$ cat src/rtl/addr_gen.sv
// Address generator: destination MAR, column/row scan counters and a registered source address.
// Optional `ADDR_GEN_BOUNDS_EN: saturate MAR at MAR_LIMIT and raise a sticky oob flag.
module addr_gen #(
    parameter int unsigned        ADDR_W    = 16,
    parameter int unsigned        LOG2_W    = 8,
    parameter int unsigned        ROW_W     = 8,
    parameter int unsigned        IMG_H     = 256,
    parameter logic [ADDR_W-1:0]  SRC_BASE  = '0,
    parameter logic [ADDR_W-1:0]  DST_BASE  = 16'h8000,
    parameter logic [ADDR_W-1:0]  MAR_LIMIT = 16'hFFFF
) (
    input  logic              clk,
    input  logic              reset,
    input  logic              enable,
    input  logic              mar_inc,
    input  logic              col_inc,
    input  logic              row_inc,
    input  logic              col_zero,
    input  logic              mar_load,
    input  logic [ADDR_W-1:0] load_val,
    output logic [ADDR_W-1:0] mar,
    output logic [LOG2_W-1:0] col,
    output logic [ROW_W-1:0]  row,
    output logic [ADDR_W-1:0] src_addr,
    output logic              frame_done,
    output logic              oob
);

    localparam logic [ROW_W-1:0] ROW_LAST = ROW_W'(IMG_H - 1);

    logic [ADDR_W-1:0] mar_q, mar_d;
    logic [LOG2_W-1:0] col_q, col_d;
    logic [ROW_W-1:0]  row_q, row_d;
    logic [ADDR_W-1:0] src_addr_q, src_addr_d;
    logic              frame_done_q, frame_done_d;
`ifdef ADDR_GEN_BOUNDS_EN
    logic              oob_q, oob_d;
`endif

    always_comb begin
        mar_d        = mar_q;
        col_d        = col_q;
        row_d        = row_q;
        src_addr_d   = src_addr_q;
        frame_done_d = 1'b0;
`ifdef ADDR_GEN_BOUNDS_EN
        oob_d        = oob_q;
`endif
        if (enable) begin
            if (mar_load) begin
                mar_d = load_val;
`ifdef ADDR_GEN_BOUNDS_EN
                oob_d = 1'b0;
`endif
            end else if (mar_inc) begin
`ifdef ADDR_GEN_BOUNDS_EN
                if (mar_q == MAR_LIMIT) begin
                    oob_d = 1'b1;
                end else begin
                    mar_d = mar_q + ADDR_W'(1);
                end
`else
                // Plain modulo step; the limit term folds to the natural wrap.
                mar_d = (mar_q == MAR_LIMIT && MAR_LIMIT == '1) ? '0 : mar_q + ADDR_W'(1);
`endif
            end

            if (col_zero) begin
                col_d = '0;
            end else if (col_inc) begin
                col_d = col_q + LOG2_W'(1);
            end

            if (row_inc) begin
                if (row_q == ROW_LAST) begin
                    row_d        = '0;
                    frame_done_d = 1'b1;
                end else begin
                    row_d = row_q + ROW_W'(1);
                end
            end

            // Uses pre-update counters, giving the one-cycle lag behind row/col.
            src_addr_d = SRC_BASE + ADDR_W'({row_q, col_q});
        end
    end

    always_ff @(posedge clk) begin
        if (!reset) begin
            mar_q        <= DST_BASE;
            col_q        <= '0;
            row_q        <= '0;
            src_addr_q   <= SRC_BASE;
            frame_done_q <= 1'b0;
        end else begin
            mar_q        <= mar_d;
            col_q        <= col_d;
            row_q        <= row_d;
            src_addr_q   <= src_addr_d;
            frame_done_q <= frame_done_d;
        end
    end

`ifdef ADDR_GEN_BOUNDS_EN
    always_ff @(posedge clk) begin
        if (!reset) begin
            oob_q <= 1'b0;
        end else begin
            oob_q <= oob_d;
        end
    end
    assign oob = oob_q;
`else
    assign oob = 1'b0;
`endif

    assign mar        = mar_q;
    assign col        = col_q;
    assign row        = row_q;
    assign src_addr   = src_addr_q;
    assign frame_done = frame_done_q & enable;

endmodule

$ cat config.mk
export PLATFORM = sky130hd
export DESIGN_NAME = addr_gen
export DESIGN_NICKNAME = d
export VERILOG_FILES = /design/src/rtl/addr_gen.sv
export SDC_FILE = /design/constraint.sdc
export NUM_CORES = 1
export LEC_CHECK = 0
export BUFFER_PORTS_ARGS = -buffer_cell sky130_fd_sc_hd__buf_2
export CORE_MARGIN = 10
export CORE_UTILIZATION = 50
export DETAILED_ROUTE_END_ITERATION = 7
export PLACE_DENSITY = 0.8
export SYNTH_ARGS = -nofsm -noshare
export SYNTH_HDL_FRONTEND = slang
export SYNTH_SLANG_ARGS = --single-unit
$ cat constraint.sdc
create_clock -name clk -period 2.5 [get_ports clk]
set_input_delay 0.25 -clock clk [delete_from_list [all_inputs] [get_ports clk]]
set_output_delay 0.25 -clock clk [all_outputs]
set_load 0.02 [all_outputs]
Word-level counts from Yosys, hierarchy flattened. Index checks and enable logic that the tools add are counted.

Bits in registers: 49. Bits of input ports: 24. Output and inout bits: 50. Word-level logic and storage cells: 24.

Add/sub/neg operators: 3. Eq/ne operators: 2. Muxes and demuxes: 7. Bitwise operators: 1. Reductions and logical operators: 6.

Operators with widths (count): 16-bit two-way mux (3); 8-bit two-way mux (3); 16-bit by 1-bit adder with 16-bit output (second input constant) (1); 8-bit by 1-bit adder with 8-bit output (second input constant) (2); 16-bit equality test (second input constant) (1); 8-bit equality test (second input constant) (1); 2-bit AND reduction (3); 2-bit nonzero test (2); 3-bit AND reduction (1); 1-bit bitwise AND (1); 1-bit two-way mux (1).

Longest topological paths before layout.
Depth in word-level cells: 4. Depth in mapped cells: 6. Mapped depth without buffers: 5.

Worst setup path after synthesis. No wires, ideal clock.

Path kind: flip-flop to flip-flop. Start: reg mar_q[0], in the netlist mar[0]. End: reg mar_q[11], in the netlist mar[11]. Setup time: 0.142 ns. Data arrival time: 1.838 ns. Required time: 2.358 ns. Slack: 0.520 ns. Stages on the path, launching flop included: 7. Buffers on the path: 1. Clock period less this slack: 1.980 ns. Cell sequence: dfxtp_1 -> ha_1 -> nand4_2 -> o41a_1 -> buf_2 -> a221oi_2 -> a2111oi_1.

Cells in the longest elaborated chain, start to end: 4. Elaborated cells between the ends (all ways): 5. Classes of those cells: add/sub: 1; eq/ne: 1; mux: 3.

Ends and longest elaborated chain: from (decl) (line 31) `logic [ADDR_W-1:0] mar_q, mar_d;`; from (signal assigned) (line 96) `mar_q <= mar_d;`; 16-bit by 1-bit adder with 16-bit output or 16-bit equality test (tied branches) (line 64) `mar_d = (mar_q == MAR_LIMIT && MAR_LIMIT == '1) ? '0 : mar_q + ADDR_W'(1);`; 16-bit two-way mux (*) (line 64); 16-bit two-way mux (*) (line 55) `end else if (mar_inc) begin`; 16-bit two-way mux (*) (line 50) `if (mar_load) begin`.

Every way passes the cells marked *; elsewhere a longest branch is shown, timed or not. The select of a mux whose other input is x is not followed. A chain may end at the register's enable or synchronous reset.

Worst setup path in the final report. Ends and elaborated chain as after synthesis.

==> impl_metrics.xml <==
<?xml version="1.0" encoding="UTF-8"?>
<metrics>
  <group name="run_status">
    <metric name="status" unit="">finished clean</metric>
  </group>
  <group name="global_routing">
    <metric name="grt_first_pass_wirelength" unit="um">11100</metric>
    <metric name="overflow" unit="">0</metric>
    <metric name="global_route.usage.total" unit="">0.159</metric>
    <metric name="grt_start_max_net_pins" unit="">23</metric>
    <metric name="grt_pass1_vias" unit="">2402</metric>
    <metric name="antenna_violations_before_repair" unit="">0</metric>
  </group>
  <group name="synth">
    <metric name="ys_seq_area_frac" unit="">0.403</metric>
    <metric name="synthArstFlopShare" unit="">0</metric>
    <metric name="synth.ff_latch_count" unit="">49</metric>
    <metric name="yosys-top-cells-area" unit="">sky130_fd_sc_hd__dfxtp_1 (40%), sky130_fd_sc_hd__mux2i_1 (7.0%), sky130_fd_sc_hd__nor2_1 (5.4%)</metric>
    <metric name="synth_cell_type_count" unit="">54</metric>
    <metric name="synth_flop_cell" unit="">sky130_fd_sc_hd__dfxtp_1</metric>
    <metric name="synth_warnings" unit="">0</metric>
    <metric name="post-synth-top-count-cell" unit="">sky130_fd_sc_hd__dfxtp_1</metric>
    <metric name="syn_area" unit="mm2">0.00243</metric>
    <metric name="synth_top_area_cell" unit="">sky130_fd_sc_hd__dfxtp_1</metric>
    <metric name="synth_top_area_share" unit="">0.403</metric>
    <metric name="synth.avg_cell_area" unit="um2">8.47</metric>
    <metric name="postSynthCellCount" unit="">287</metric>
    <metric name="synth_fp_nets" unit="">314</metric>
    <metric name="count_of_flip_flops_with_a_built_in_enable_after_synthesis" unit="">0</metric>
    <metric name="synth_common_cells" unit="">sky130_fd_sc_hd__dfxtp_1 (49), sky130_fd_sc_hd__nor2_1 (35), sky130_fd_sc_hd__nand2_1 (29)</metric>
  </group>
  <group name="cts">
    <metric name="cts_tree" unit="">yes</metric>
    <metric name="buffer_type_at_the_clock_tree_root" unit="">sky130_fd_sc_hd__clkbuf_8</metric>
    <metric name="numCtsBuffers" unit="">5</metric>
    <metric name="clkSlewWorstSetupHoldPaths" unit="ps">90</metric>
    <metric name="cts_htree_levels" unit="">2</metric>
    <metric name="clock_sink_count" unit="">49</metric>
    <metric name="clock_latency_on_the_worst_skew_pair" unit="ps">300</metric>
    <metric name="number_of_post_cts_setup_repair_buffers" unit="">0</metric>
    <metric name="post_cts.resized_instances" unit="">0</metric>
    <metric name="cts-hold-fix-buffers" unit="">0</metric>
    <metric name="cts_buffer_depth" unit="">2</metric>
  </group>
  <group name="die">
    <metric name="floorplan.io_pins" unit="">74</metric>
    <metric name="die_area" unit="mm2">0.00805</metric>
    <metric name="std_cell_rows" unit="">25</metric>
    <metric name="fp.dieW" unit="um">89.7</metric>
    <metric name="effective_utilization_at_floorplan" unit="">0.515</metric>
    <metric name="design.core.area" unit="mm2">0.00472</metric>
    <metric name="floorplan.die.height" unit="um">89.7</metric>
  </group>
  <group name="min_path">
    <metric name="worst_hold_path.num_cells" unit="">3</metric>
    <metric name="min_to" unit="">mar[15]</metric>
    <metric name="worstHoldStart" unit="">load_val[15]</metric>
    <metric name="hold_path.class" unit="">input pin to flop</metric>
  </group>
  <group name="worst_setup_path">
    <metric name="worstReg2RegStart" unit="">mar[0]</metric>
    <metric name="reg2reg_setup_slack" unit="ps">360</metric>
    <metric name="setup.worst_path.end_class" unit="">flop</metric>
    <metric name="critPathKind" unit="">flop to flop</metric>
    <metric name="cp.required" unit="ps">2680</metric>
    <metric name="timing.critical_path.fanout_max" unit="">9</metric>
    <metric name="crit_path_start_kind" unit="">flop</metric>
    <metric name="crit_path_cell_trace" unit="">ha_1, nand4_2, o41a_1, a221oi_2, a2111oi_1</metric>
    <metric name="cpPeakStageDelay" unit="ps">640</metric>
    <metric name="reg2reg_to" unit="">mar[11]</metric>
    <metric name="r2r_cells" unit="">5</metric>
    <metric name="critPathArrivalTime" unit="ps">2320</metric>
    <metric name="critical_path_cell_with_the_highest_stage_delay" unit="">sky130_fd_sc_hd__o41a_1</metric>
  </group>
  <group name="cells_and_area">
    <metric name="layout-area-overhead-vs-synth" unit="%">20.6</metric>
    <metric name="layout.core_utilization" unit="">0.621</metric>
    <metric name="layout.nets" unit="">382</metric>
    <metric name="multi_input_comb_area" unit="mm2">0.00134</metric>
    <metric name="antenna_cells" unit="">0</metric>
    <metric name="layout-drive-gt1-share" unit="">0.256</metric>
    <metric name="ff_latch_area" unit="um2">981</metric>
    <metric name="fillers" unit="">411</metric>
  </group>
  <group name="power_and_ir_drop">
    <metric name="static-leakage-power" unit="nW">1.26</metric>
    <metric name="power.combinational.fraction" unit="">0.125</metric>
    <metric name="proportion_of_power_drawn_by_flip_flops_and_latches" unit="">0.554</metric>
    <metric name="switching_share" unit="">0.271</metric>
    <metric name="irDropWorstVdd" unit="mV">0.312</metric>
    <metric name="switching_power" unit="mW">0.405</metric>
    <metric name="clock_power_share" unit="">0.321</metric>
    <metric name="internal-power" unit="mW">1.09</metric>
    <metric name="power-per-cell-area" unit="mW/mm2">509</metric>
    <metric name="power.total" unit="mW">1.49</metric>
  </group>
  <group name="timing">
    <metric name="timing.final.hold_violations" unit="">0</metric>
    <metric name="max_slew.worst_pin.slew" unit="ps">682</metric>
    <metric name="final.period_utilization" unit="">0.856</metric>
    <metric name="tns" unit="ps">0</metric>
    <metric name="slew-limit-headroom" unit="">0.542</metric>
    <metric name="finalClockSkew" unit="ps">5.00</metric>
    <metric name="setup_repair_after_global_routing_missed_its_margin" unit="">no</metric>
    <metric name="slew_viol_final" unit="">0</metric>
    <metric name="fin_crit" unit="ps">2140</metric>
    <metric name="holdWs" unit="ps">202</metric>
    <metric name="setup_viol_count_final" unit="">0</metric>
    <metric name="fmax" unit="MHz">467</metric>
  </group>
  <group name="routing">
    <metric name="drt-total-wl" unit="um">6540</metric>
    <metric name="detailroute.via_count" unit="">2389</metric>
    <metric name="drt.antenna.violating_nets" unit="">0</metric>
    <metric name="drc" unit="">0</metric>
    <metric name="dr.first_iter.drc_count" unit="">88</metric>
    <metric name="router_iterations_before_antenna_repair" unit="">5</metric>
    <metric name="wl_per_cell" unit="um">15.5</metric>
    <metric name="avgViaCountPerCell" unit="">5.66</metric>
  </group>
  <group name="flow_run">
    <metric name="max_cap_violations" unit="">0</metric>
  </group>
  <group name="placed_design">
    <metric name="gp_congestion" unit="">0.883</metric>
    <metric name="place.port_buffers" unit="">72</metric>
    <metric name="hpwl" unit="um">4940</metric>
  </group>
</metrics>
==> layout make-up <==
class / count / share of cell area
multi-input combinational: 213 / 0.458
sequential: 49 / 0.334
timing repair buffer: 78 / 0.138
tap: 67 / 0.0286
clock buffer: 6 / 0.0282
inverter: 8 / 0.0102
clock inverter: 1 / 0.00256
==> cells in the final DEF (no fill, tap or decap), types with 6 or more instances in the layout <==
cell type,count
sky130_fd_sc_hd__buf_2,72
sky130_fd_sc_hd__dfxtp_1,49
sky130_fd_sc_hd__nor2_1,35
sky130_fd_sc_hd__nand2_1,29
sky130_fd_sc_hd__mux2i_1,17
sky130_fd_sc_hd__a21oi_1,14
sky130_fd_sc_hd__o21ai_0,13
sky130_fd_sc_hd__nor4_1,10
sky130_fd_sc_hd__nand3_1,10
sky130_fd_sc_hd__inv_1,7
sky130_fd_sc_hd__nor3_1,7
sky130_fd_sc_hd__xnor2_1,6
sky130_fd_sc_hd__clkbuf_8,6
sky130_fd_sc_hd__buf_4,6
==> layer usage <==
layer	track usage	vias up	part of all wire
met5	0	-	0
met4	0.0606	0	0.019
met3	0.0582	10	0.081
met2	0.264	83	0.48
met1	0.182	1122	0.42
li1	-	1174	-
==> registers in the layout, indices dropped and copies added, names as in the netlist <==
name and cells:
col 8, mar 16, row 8, src_addr 16, frame_done_q 1
==> kinds of logic after synthesis <==
kind of cell	share of synthesized area
and+or+nand+nor	0.253
AOI/OAI and AO/OA	0.177
DFF	0.403
buffers and inverters	0.0443
muxes	0.0700
xor gates and xnor gates	0.0360
adders and majority gates	0.0154
other	0.00154
==> worst max-delay path: cells and delay by family (launching register included) <==
family	cells	cell delay, ps
fa+ha+maj	1	270
compound gates	3	1100
flops	1	410
simple gates	1	230
==> how the worst max path moves through the flow <==
stage | depth (start not counted) | slack (ps) | endpoint | from
2_1_floorplan | 6 | 520 | mar[11] | mar[0]
3_3_place_gp | 5 | 550 | mar[11] | mar[0]
3_5_place_dp | 5 | 410 | mar[11] | mar[0]
4_1_cts | 5 | 410 | mar[11] | mar[0]
5_1_grt | 5 | 230 | mar[11] | mar[0]
6_report | 5 | 360 | mar[11] | mar[0]
==> per-stage QoR <==
stage | worst slack, ps | std cells | area [um2]
6_report | 360 | 422 | 2930
4_1_cts | 407 | 422 | 2930
2_1_floorplan | 520 | 287 | 2430
3_3_place_gp | 550 | 415 | 2840
5_1_grt | 229 | 422 | 2930
3_5_place_dp | 412 | 415 | 2840
==> power groups by stage <==
stage,clock network (mW),logic [mW],registers [mW]
finish,0.479,0.187,0.827
global route,0.519,0.206,0.832
CTS,0.491,0.189,0.826
detailed placement,0,0.188,0.845
global placement,0,0.184,0.843
floorplan,0,0.0986,0.863
No activity file was read; power rests on OpenSTA's default activity.
